===== config.mk =====
export PLATFORM = sky130hd
export DESIGN_NAME = control_sequencer
export DESIGN_NICKNAME = d
export VERILOG_FILES = /design/src/rtl/control_sequencer_pkg.sv /design/src/rtl/control_sequencer_reg_select_decoder.sv /design/src/rtl/control_sequencer.sv
export SDC_FILE = /design/constraint.sdc
export NUM_CORES = 1
export LEC_CHECK = 0
export ABC_AREA = 1
export CORE_ASPECT_RATIO = 0.9
export CORE_MARGIN = 2
export CORE_UTILIZATION = 28
export CTS_BUF_LIST = sky130_fd_sc_hd__clkbuf_16
export DETAILED_ROUTE_END_ITERATION = 8
export PLACE_DENSITY = 0.89
export SETUP_SLACK_MARGIN = 0.05
export SLEW_MARGIN = 20
export SYNTH_ARGS = -nofsm -noshare
export SYNTH_HDL_FRONTEND = slang
export SYNTH_SLANG_ARGS = --single-unit

===== constraint.sdc =====
create_clock -name clk -period 2.3 [get_ports clk]
set_input_delay 0.46 -clock clk [delete_from_list [all_inputs] [get_ports clk]]
set_output_delay 0.46 -clock clk [all_outputs]
set_load 0.01 [all_outputs]

===== src/rtl/control_sequencer_pkg.sv =====
// +----------------------------------------------------------------------------+
// | Module      : control_sequencer_pkg                                        |
// | Description : Shared state encoding, opcodes and IR field positions.       |
// | Revision    : 1.0 - initial release                                        |
// +----------------------------------------------------------------------------+
`default_nettype none

package control_sequencer_pkg;

    typedef enum logic [3:0] {
        S_IDLE = 4'd0,
        S_T0   = 4'd1,
        S_T1   = 4'd2,
        S_T2   = 4'd3,
        S_T3   = 4'd4,
        S_T4   = 4'd5,
        S_T5   = 4'd6,
        S_T6   = 4'd7,
        S_HALT = 4'd8
    } state_t;

    localparam int C_OPCODE_MSB = 31;
    localparam int C_OPCODE_LSB = 27;
    localparam int C_RA_MSB     = 26;
    localparam int C_RA_LSB     = 23;
    localparam int C_RB_MSB     = 22;
    localparam int C_RB_LSB     = 19;
    localparam int C_RC_MSB     = 18;
    localparam int C_RC_LSB     = 15;

    localparam logic [4:0] C_OP_ADD  = 5'b00011;
    localparam logic [4:0] C_OP_SUB  = 5'b00100;
    localparam logic [4:0] C_OP_AND  = 5'b00101;
    localparam logic [4:0] C_OP_OR   = 5'b00110;
    localparam logic [4:0] C_OP_SHR  = 5'b00111;
    localparam logic [4:0] C_OP_SHL  = 5'b01000;
    localparam logic [4:0] C_OP_ROR  = 5'b01001;
    localparam logic [4:0] C_OP_ROL  = 5'b01010;
    localparam logic [4:0] C_OP_MUL  = 5'b01111;
    localparam logic [4:0] C_OP_DIV  = 5'b10000;
    localparam logic [4:0] C_OP_HALT = 5'b11011;

    // Two-operand ops whose single result is written back to Ra.
    function automatic logic is_alu_op(input logic [4:0] op);
        return (op == C_OP_ADD) || (op == C_OP_SUB) || (op == C_OP_AND) ||
               (op == C_OP_OR)  || (op == C_OP_SHR) || (op == C_OP_SHL) ||
               (op == C_OP_ROR) || (op == C_OP_ROL);
    endfunction

    function automatic logic is_muldiv_op(input logic [4:0] op);
        return (op == C_OP_MUL) || (op == C_OP_DIV);
    endfunction

endpackage

`default_nettype wire


===== src/rtl/control_sequencer_reg_select_decoder.sv =====
// +----------------------------------------------------------------------------+
// | Module      : reg_select_decoder                                           |
// | Description : 4-bit register field plus enable to 16-bit one-hot select.   |
// | Revision    : 1.0 - initial release                                        |
// +----------------------------------------------------------------------------+
`default_nettype none

module reg_select_decoder (
    input  logic [3:0]  i_field,
    input  logic        i_en,
    output logic [15:0] o_onehot
);

    generate
        for (genvar g = 0; g < 16; g++) begin : g_bit
            assign o_onehot[g] = i_en && (i_field == 4'(g));
        end
    endgenerate

endmodule

`default_nettype wire


===== src/rtl/control_sequencer.sv =====
// +----------------------------------------------------------------------------+
// | Module      : control_sequencer                                            |
// | Description : Moore FSM issuing Datapath strobes for fetch/decode/execute. |
// |               Define CTRL_MULDIV_EN to enable the MUL/DIV (HI/LO) path.    |
// | Revision    : 1.0 - initial release                                        |
// +----------------------------------------------------------------------------+
`default_nettype none

module control_sequencer
    import control_sequencer_pkg::*;
(
    input  logic        clk,
    input  logic        Clear,
    input  logic        Run,
    input  logic        Mem_ready,
    input  logic [31:0] IR,
    output logic        PCout,
    output logic        MARin,
    output logic        IncPC,
    output logic        Zin,
    output logic        Zlowout,
    output logic        Zhiout,
    output logic        PCin,
    output logic        Read,
    output logic        MDRin,
    output logic        MDRout,
    output logic        IRin,
    output logic        Yin,
    output logic        HIin,
    output logic        LOin,
    output logic [15:0] Rout,
    output logic [15:0] Rin,
    output logic [4:0]  ALU_op,
    output logic        Done,
    output logic        Halted
);

    state_t      r_state;
    state_t      w_next_state;
    logic [4:0]  w_opcode;
    logic [3:0]  w_ra;
    logic [3:0]  w_rb;
    logic [3:0]  w_rc;
    logic        w_muldiv;
    logic        w_exec_ok;
    logic        w_rout_en;
    logic [3:0]  w_rout_sel;
    logic        w_rin_en;
    logic [3:0]  w_rin_sel;
    logic        w_unused;

    assign w_opcode = IR[C_OPCODE_MSB:C_OPCODE_LSB];
    assign w_ra     = IR[C_RA_MSB:C_RA_LSB];
    assign w_rb     = IR[C_RB_MSB:C_RB_LSB];
    assign w_rc     = IR[C_RC_MSB:C_RC_LSB];
    assign w_unused = ^IR[C_RC_LSB-1:0];

`ifdef CTRL_MULDIV_EN
    assign w_muldiv = is_muldiv_op(w_opcode);
`else
    assign w_muldiv = 1'b0;
`endif

    assign w_exec_ok = is_alu_op(w_opcode) || w_muldiv;

    always_ff @(posedge clk or negedge Clear) begin
        if (!Clear) begin
            r_state <= S_IDLE;
        end else begin
            r_state <= w_next_state;
        end
    end

    always_comb begin
        w_next_state = r_state;
        PCout        = 1'b0;
        MARin        = 1'b0;
        IncPC        = 1'b0;
        Zin          = 1'b0;
        Zlowout      = 1'b0;
        Zhiout       = 1'b0;
        PCin         = 1'b0;
        Read         = 1'b0;
        MDRin        = 1'b0;
        MDRout       = 1'b0;
        IRin         = 1'b0;
        Yin          = 1'b0;
        HIin         = 1'b0;
        LOin         = 1'b0;
        ALU_op       = 5'b00000;
        Done         = 1'b0;
        Halted       = 1'b0;
        w_rout_en    = 1'b0;
        w_rout_sel   = 4'd0;
        w_rin_en     = 1'b0;
        w_rin_sel    = 4'd0;

        case (r_state)
            S_IDLE: begin
                if (Run) begin
                    w_next_state = S_T0;
                end
            end
            S_T0: begin
                PCout        = 1'b1;
                MARin        = 1'b1;
                IncPC        = 1'b1;
                Zin          = 1'b1;
                w_next_state = S_T1;
            end
            S_T1: begin
                // Strobes stay up for the whole memory wait.
                Zlowout = 1'b1;
                PCin    = 1'b1;
                Read    = 1'b1;
                MDRin   = 1'b1;
                if (Mem_ready) begin
                    w_next_state = S_T2;
                end
            end
            S_T2: begin
                MDRout       = 1'b1;
                IRin         = 1'b1;
                w_next_state = S_T3;
            end
            S_T3: begin
                if (w_exec_ok) begin
                    w_rout_en    = 1'b1;
                    w_rout_sel   = w_rb;
                    Yin          = 1'b1;
                    w_next_state = S_T4;
                end else begin
                    w_next_state = S_HALT;
                end
            end
            S_T4: begin
                w_rout_en    = 1'b1;
                w_rout_sel   = w_rc;
                Zin          = 1'b1;
                ALU_op       = w_opcode;
                w_next_state = S_T5;
            end
            S_T5: begin
                Zlowout = 1'b1;
                if (w_muldiv) begin
                    LOin         = 1'b1;
                    w_next_state = S_T6;
                end else begin
                    w_rin_en     = 1'b1;
                    w_rin_sel    = w_ra;
                    Done         = 1'b1;
                    w_next_state = S_IDLE;
                end
            end
            S_T6: begin
`ifdef CTRL_MULDIV_EN
                Zhiout = 1'b1;
                HIin   = 1'b1;
                Done   = 1'b1;
`endif
                w_next_state = S_IDLE;
            end
            S_HALT: begin
                Halted = 1'b1;
            end
            default: begin
                w_next_state = S_IDLE;
            end
        endcase
    end

    reg_select_decoder u_rout_dec (
        .i_field  (w_rout_sel),
        .i_en     (w_rout_en),
        .o_onehot (Rout)
    );

    reg_select_decoder u_rin_dec (
        .i_field  (w_rin_sel),
        .i_en     (w_rin_en),
        .o_onehot (Rin)
    );

endmodule

`default_nettype wire


==> flow_summary.json, run 1 <==
{
  "status": "complete, no violations",
  "leakagePower_nw": 1.15,
  "drt_iter0_drc": 31,
  "antenna_found_initial": 0,
  "drcViolationCount": 0,
  "routed_wl_mm": 3.20,
  "whs_ps": 431,
  "synth_flop_cell": "dfrtp_1",
  "hpwlAfterDp_mm": 2.47,
  "crit_fanout": 6,
  "cts_hold_buffers": 0,
  "nNetsFinal": 267,
  "cts_buffers": 3,
  "cp-end-kind": "output pin",
  "antennaDiodeCount": 0,
  "vias": 1160,
  "ff2ff_setup_slack_ps": 960,
  "gr-total-overflow": 0,
  "post_drt_wl_per_cell_um": 11.9,
  "clk_pin_slew_ps": 30,
  "setup_viol": 0,
  "cts_root_buffer": "clkbuf_16",
  "synth_edf_count": 0,
  "drive_gt1_frac": 0.450,
  "dp_slack_ps": -597,
  "post-synth-top-area-fraction": 0.225,
  "ys_top_cells_by_count": "49 x nor2_1, 23 x nand2_1, 21 x inv_1, 8 x buf_4, 6 x nand3_1",
  "required_ps": 1840,
  "cts_htree_levels": 1,
  "fin_skew_ps": 3.10,
  "worstHoldPathType": "in -> async",
  "finalCriticalPeriod_ps": 2260,
  "cts_tree": "done",
  "grt_pass1_vias": 1036,
  "grt_max_degree": 11,
  "portBuffers": 70,
  "ys_seq_area_frac": 0.123,
  "syn_area_sq_um": 816,
  "vdd_drop_max_v": 0.000588,
  "yosys.area.top_type": "nor2_1",
  "die_w_um": 60.9,
  "start_util": 0.294,
  "cap_violations": 0,
  "clockBufferDepth": 2,
  "die_area_sq_mm": 0.00336,
  "core_sq_mm": 0.00277,
  "rows": 18,
  "cts_sinks": 4,
  "worstSetupPathType": "in -> out",
  "clk_latency_ps": 230,
  "die_height_um": 55.2,
  "regMostFlops": "r_state",
  "arrival_ps": 1800,
  "drtPass1Iterations": 4,
  "timing.rr.end": "r_state[0]",
  "ys_warn_count": 0,
  "timing.reg2reg.worst_path_depth": 8,
  "ys_async_sr_fraction": 1.00,
  "syn_to_final_growth_pct": 111,
  "pwr_density_cell_mw_per_mm2": 700,
  "synth_seq_cells": 4,
  "largest_register_ffs": 4,
  "fmax_ghz": 0.442,
  "n_fill_cell": 254,
  "instances_no_fill": 269,
  "rsz0062_at_grt": "true",
  "ios": 89,
  "yosys-top-cells-area": "nor2_1 23%, dfrtp_1 12%, nand2_1 11%",
  "finalCritPeriodShare": 0.984,
  "viasPerCell": 4.31,
  "dpl.cell_count": 260,
  "antenna_left": 0,
  "maxSlewViolCount": 0,
  "synth_cell_types": 23,
  "grt_pass1_wl_mm": 4.82,
  "synth.most_common_cell": "nor2_1",
  "final_hold_viol_count": 0,
  "synthCells": 143,
  "r2r_start": "r_state[0]",
  "startpoint_type": "primary input",
  "final_core_util": 0.621,
  "track_usage": 0.187,
  "avgSynthCellArea_sq_um": 5.70,
  "top_regs": "r_state: 4 flops",
  "gp_congestion": 0.833,
  "setup_slack_ps": 36.3
}
==> worst max-delay path by stage <==
stage / start / end / slack, ps / cells past startpoint
6_report: IR[29] / Rout[7] / 40 / 12
2_1_floorplan: IR[29] / Rout[10] / 420 / 9
4_1_cts: r_state[0] / Rin[10] / -4 / 6
3_5_place_dp: IR[27] / Rout[13] / -600 / 10
3_3_place_gp: IR[27] / Rout[5] / -520 / 10
5_1_grt: r_state[0] / Rout[11] / -30 / 11
==> metrics by stage <==
| stage | setup TNS [ps] | instance area (sq um) | power, mW |
|---|---|---|---|
| floorplan | 0 | 823 | 0.544 |
| global placement | -8460 | 1620 | 0.886 |
| CTS | -4.49 | 1680 | 1.18 |
| detailed placement | -9430 | 1620 | 0.902 |
| finish | 0 | 1720 | 1.20 |
| global route | -193 | 1720 | 1.28 |
==> per-layer routing <==
metal | GRT usage | share of wire | wire length [um] | up-vias
met1 | 0.233 | 0.41 | 1330 | 525
met2 | 0.312 | 0.52 | 1660 | 35
met4 | 0.0839 | 0.022 | 70 | 0
li1 | - | - | - | 592
met5 | 0 | 0 | 0 | -
met3 | 0.0234 | 0.047 | 149 | 8
==> critical path, cell delays in order <==
cell	delay [ps]
dlygate4sd2_1	240
inv_2	90
nand2_2	60
nand2_2	100
nand3_4	100
nor2_8	140
buf_6	130
nand2_4	50
o21ai_4	90
nand2_4	90
nor2_2	120
buf_2	140
==> area by class of cell <==
class | instances | area (sq um) | share of cell area
clock buffers | 3 | 75.1 | 0.0436
inverters | 23 | 88.8 | 0.0516
multi-input cells | 109 | 671 | 0.390
flip-flops and latches | 4 | 100 | 0.0582
well taps | 40 | 50.0 | 0.0291
repair buffers | 90 | 736 | 0.428
==> logic make-up (layout without fill, tap and decap cells) <==
kind of cell           Yosys count  in the layout  synth area share
AOI/OAI and AO/OA                9              9            0.0982
other                            1              3           0.00460
DFF                              4              4             0.123
buffers and inverters           32            116             0.193
and+or+nand+nor                 97             97             0.581
==> where the power goes <==
part / total (mW) / internal (mW) / leakage, nW / switching, mW
clock: 0.272 / 0.222 / 0.0370 / 0.0497
combinational: 0.803 / 0.385 / 1.06 / 0.419
sequential: 0.129 / 0.100 / 0.0517 / 0.0291
==> layout by cell type, fill, tap and decap left out, types with 4 or more instances in the layout <==
cell / instances
nor2_1: 43
clkdlybuf4s50_1: 20
buf_4: 19
buf_2: 16
inv_1: 14
clkbuf_2: 14
nand2_2: 13
dlymetal6s2s_1: 12
nand2_1: 11
inv_2: 8
nand2_4: 7
nor2_2: 7
dlygate4sd2_1: 7
nor2_4: 4
dfrtp_1: 4
==> timing repair <==
| item | CTS | global route |
|---|---|---|
| endpoints found under the setup margin | 36 | 43 |
| setup buffers | 5 | 1 |
| pin swaps | 12 | 12 |
| gates resized for setup | 101 | 62 |
Power figures use the tool's default switching activity.
==> inputs of run 2 (changes only) <==
ABC_CLOCK_PERIOD_IN_PS = 2300   (was unset)
CAP_MARGIN = 10   (was unset)
CORE_UTILIZATION = 30   (was 28)
PLACE_DENSITY = 0.94   (was 0.89)
==> flow_summary.json, run 2 (synthesized netlist as in run 1, its figures left out) <==
{
  "die_area_sq_mm": 0.00315,
  "pwr_density_cell_mw_per_mm2": 745,
  "cts_htree_levels": 1,
  "fmax_ghz": 0.437,
  "final_hold_viol_count": 0,
  "rows": 17,
  "cts_tree": "done",
  "clk_pin_slew_ps": 30,
  "drcViolationCount": 3,
  "timing.reg2reg.worst_path_depth": 10,
  "regMostFlops": "r_state",
  "syn_to_final_growth_pct": 119,
  "die_height_um": 53.5,
  "setup_viol": 0,
  "final_cell_mix": "35 x nor2_1, 25 x buf_4, 23 x clkdlybuf4s50_1",
  "crit_fanout": 4,
  "vdd_drop_max_v": 0.000730,
  "portBuffers": 70,
  "clk_latency_ps": 220,
  "top_regs": "r_state: 4 flops",
  "gp_congestion": 0.814,
  "viasPerCell": 4.84,
  "worstHoldPathType": "in -> async",
  "violations": "design-rule violations",
  "drive_gt1_frac": 0.555,
  "antenna_left": 0,
  "cts_root_buffer": "clkbuf_16",
  "die_w_um": 59.0,
  "finalCriticalPeriod_ps": 2290,
  "cp-end-kind": "output pin",
  "grt_pass1_wl_mm": 5.40,
  "cts_buffers": 3,
  "finalSetupTns_ps": 0,
  "leakagePower_nw": 1.03,
  "cts_sinks": 4,
  "clockBufferDepth": 2,
  "gr-total-overflow": 0,
  "hpwlAfterDp_mm": 2.61,
  "arrival_ps": 1830,
  "core_sq_mm": 0.00251,
  "grt_pass1_vias": 1207,
  "antenna_found_initial": 0,
  "post_drt_wl_per_cell_um": 14.2,
  "startpoint_type": "flip-flop",
  "rsz0062_at_grt": "true",
  "ios": 89,
  "antennaDiodeCount": 0,
  "required_ps": 1840,
  "layout_commonest_cell": "nor2_1",
  "drtPass1Iterations": 6,
  "cap_violations": 0,
  "start_util": 0.325,
  "largest_register_ffs": 4,
  "grt_max_degree": 8,
  "finalCritPeriodShare": 0.994,
  "worstSetupPathType": "reg -> out",
  "nNetsFinal": 274,
  "routed_wl_mm": 3.76,
  "crit_start": "r_state[0]",
  "fin_skew_ps": 1.11,
  "r2r_start": "r_state[0]",
  "drt_iter0_drc": 27,
  "power_mw": 1.33,
  "maxSlewViolCount": 0,
  "ff2ff_setup_slack_ps": 700,
  "track_usage": 0.223,
  "vias": 1279,
  "status": "finished with violations"
}
==> run 2: cell count changes in the layout (fill, tap and decap cells not counted), moves of 3 or more <==
cell	previous run	this run
buf_4	19	25
nor2_4	4	8
inv_2	8	11
clkdlybuf4s50_1	20	23
buf_6	1	4
nor2_1	43	35
nor2_2	7	11
nand2_1	11	4
dlymetal6s2s_1	12	3
inv_1	14	11
nand2_2	13	20
==> run 2: cell type report <==
cell class	count	area, sq um
Sequential cell	4	100
Tap cell	28	35.0
Multi-Input combinational cell	109	733
Timing Repair Buffer	97	754
Fill cell	199	723
Inverter	23	88.8
Clock buffer	3	75.1
==> run 2: power by group <==
group	switching (mW)	internal (mW)
combinational	0.492	0.437
sequential	0.0369	0.100
clock	0.0430	0.222
==> run 2: critical path, cell delays in order (launching register included) <==
cell and delay [ps]:
dfrtp_1 450, nor2_4 130, inv_2 60, nor2_4 140
inv_4 60, buf_4 140, nor2_4 110, nor2_4 60
inv_2 80, nand2_2 100, nor2_2 120, buf_2 150
==> run 2: metrics by stage <==
step,hold WS [ps],std cells,cell area [sq um],util,setup slack [ps]
after global placement,627,248,1590,0.635,-532
final,440,264,1790,0.712,13.8
after floorplan,164,145,823,-,419
after CTS,442,257,1700,0.676,42.0
after detailed placement,641,248,1590,0.635,-644
after global routing,453,264,1790,0.712,-78.7
==> run 2: worst paths after layout <==
kind | endpoint
max | Rout[13]
min | r_state[1]
max reg2reg | r_state[0]
min reg2reg | r_state[2]
max in group asynchronous | r_state[0]
min in group clk | r_state[2]
==> run 2: what timing repair did <==
item / 4_1_cts / 5_1_grt
hold buffers: 0 / 0
pin swaps: 19 / 17
gates resized for setup: 127 / 69
setup endpoints to repair: 41 / 41
setup buffers: 6 / 7
gates cloned: 0 / 0
==> run 2: per-layer routing <==
metal / wire (um) / up-vias / GRT usage
li1: - / 610 / -
met1: 1370 / 597 / 0.251
met2: 2090 / 60 / 0.420
met3: 205 / 12 / 0.0244
met4: 96 / 0 / 0.0985
met5: 0 / - / 0
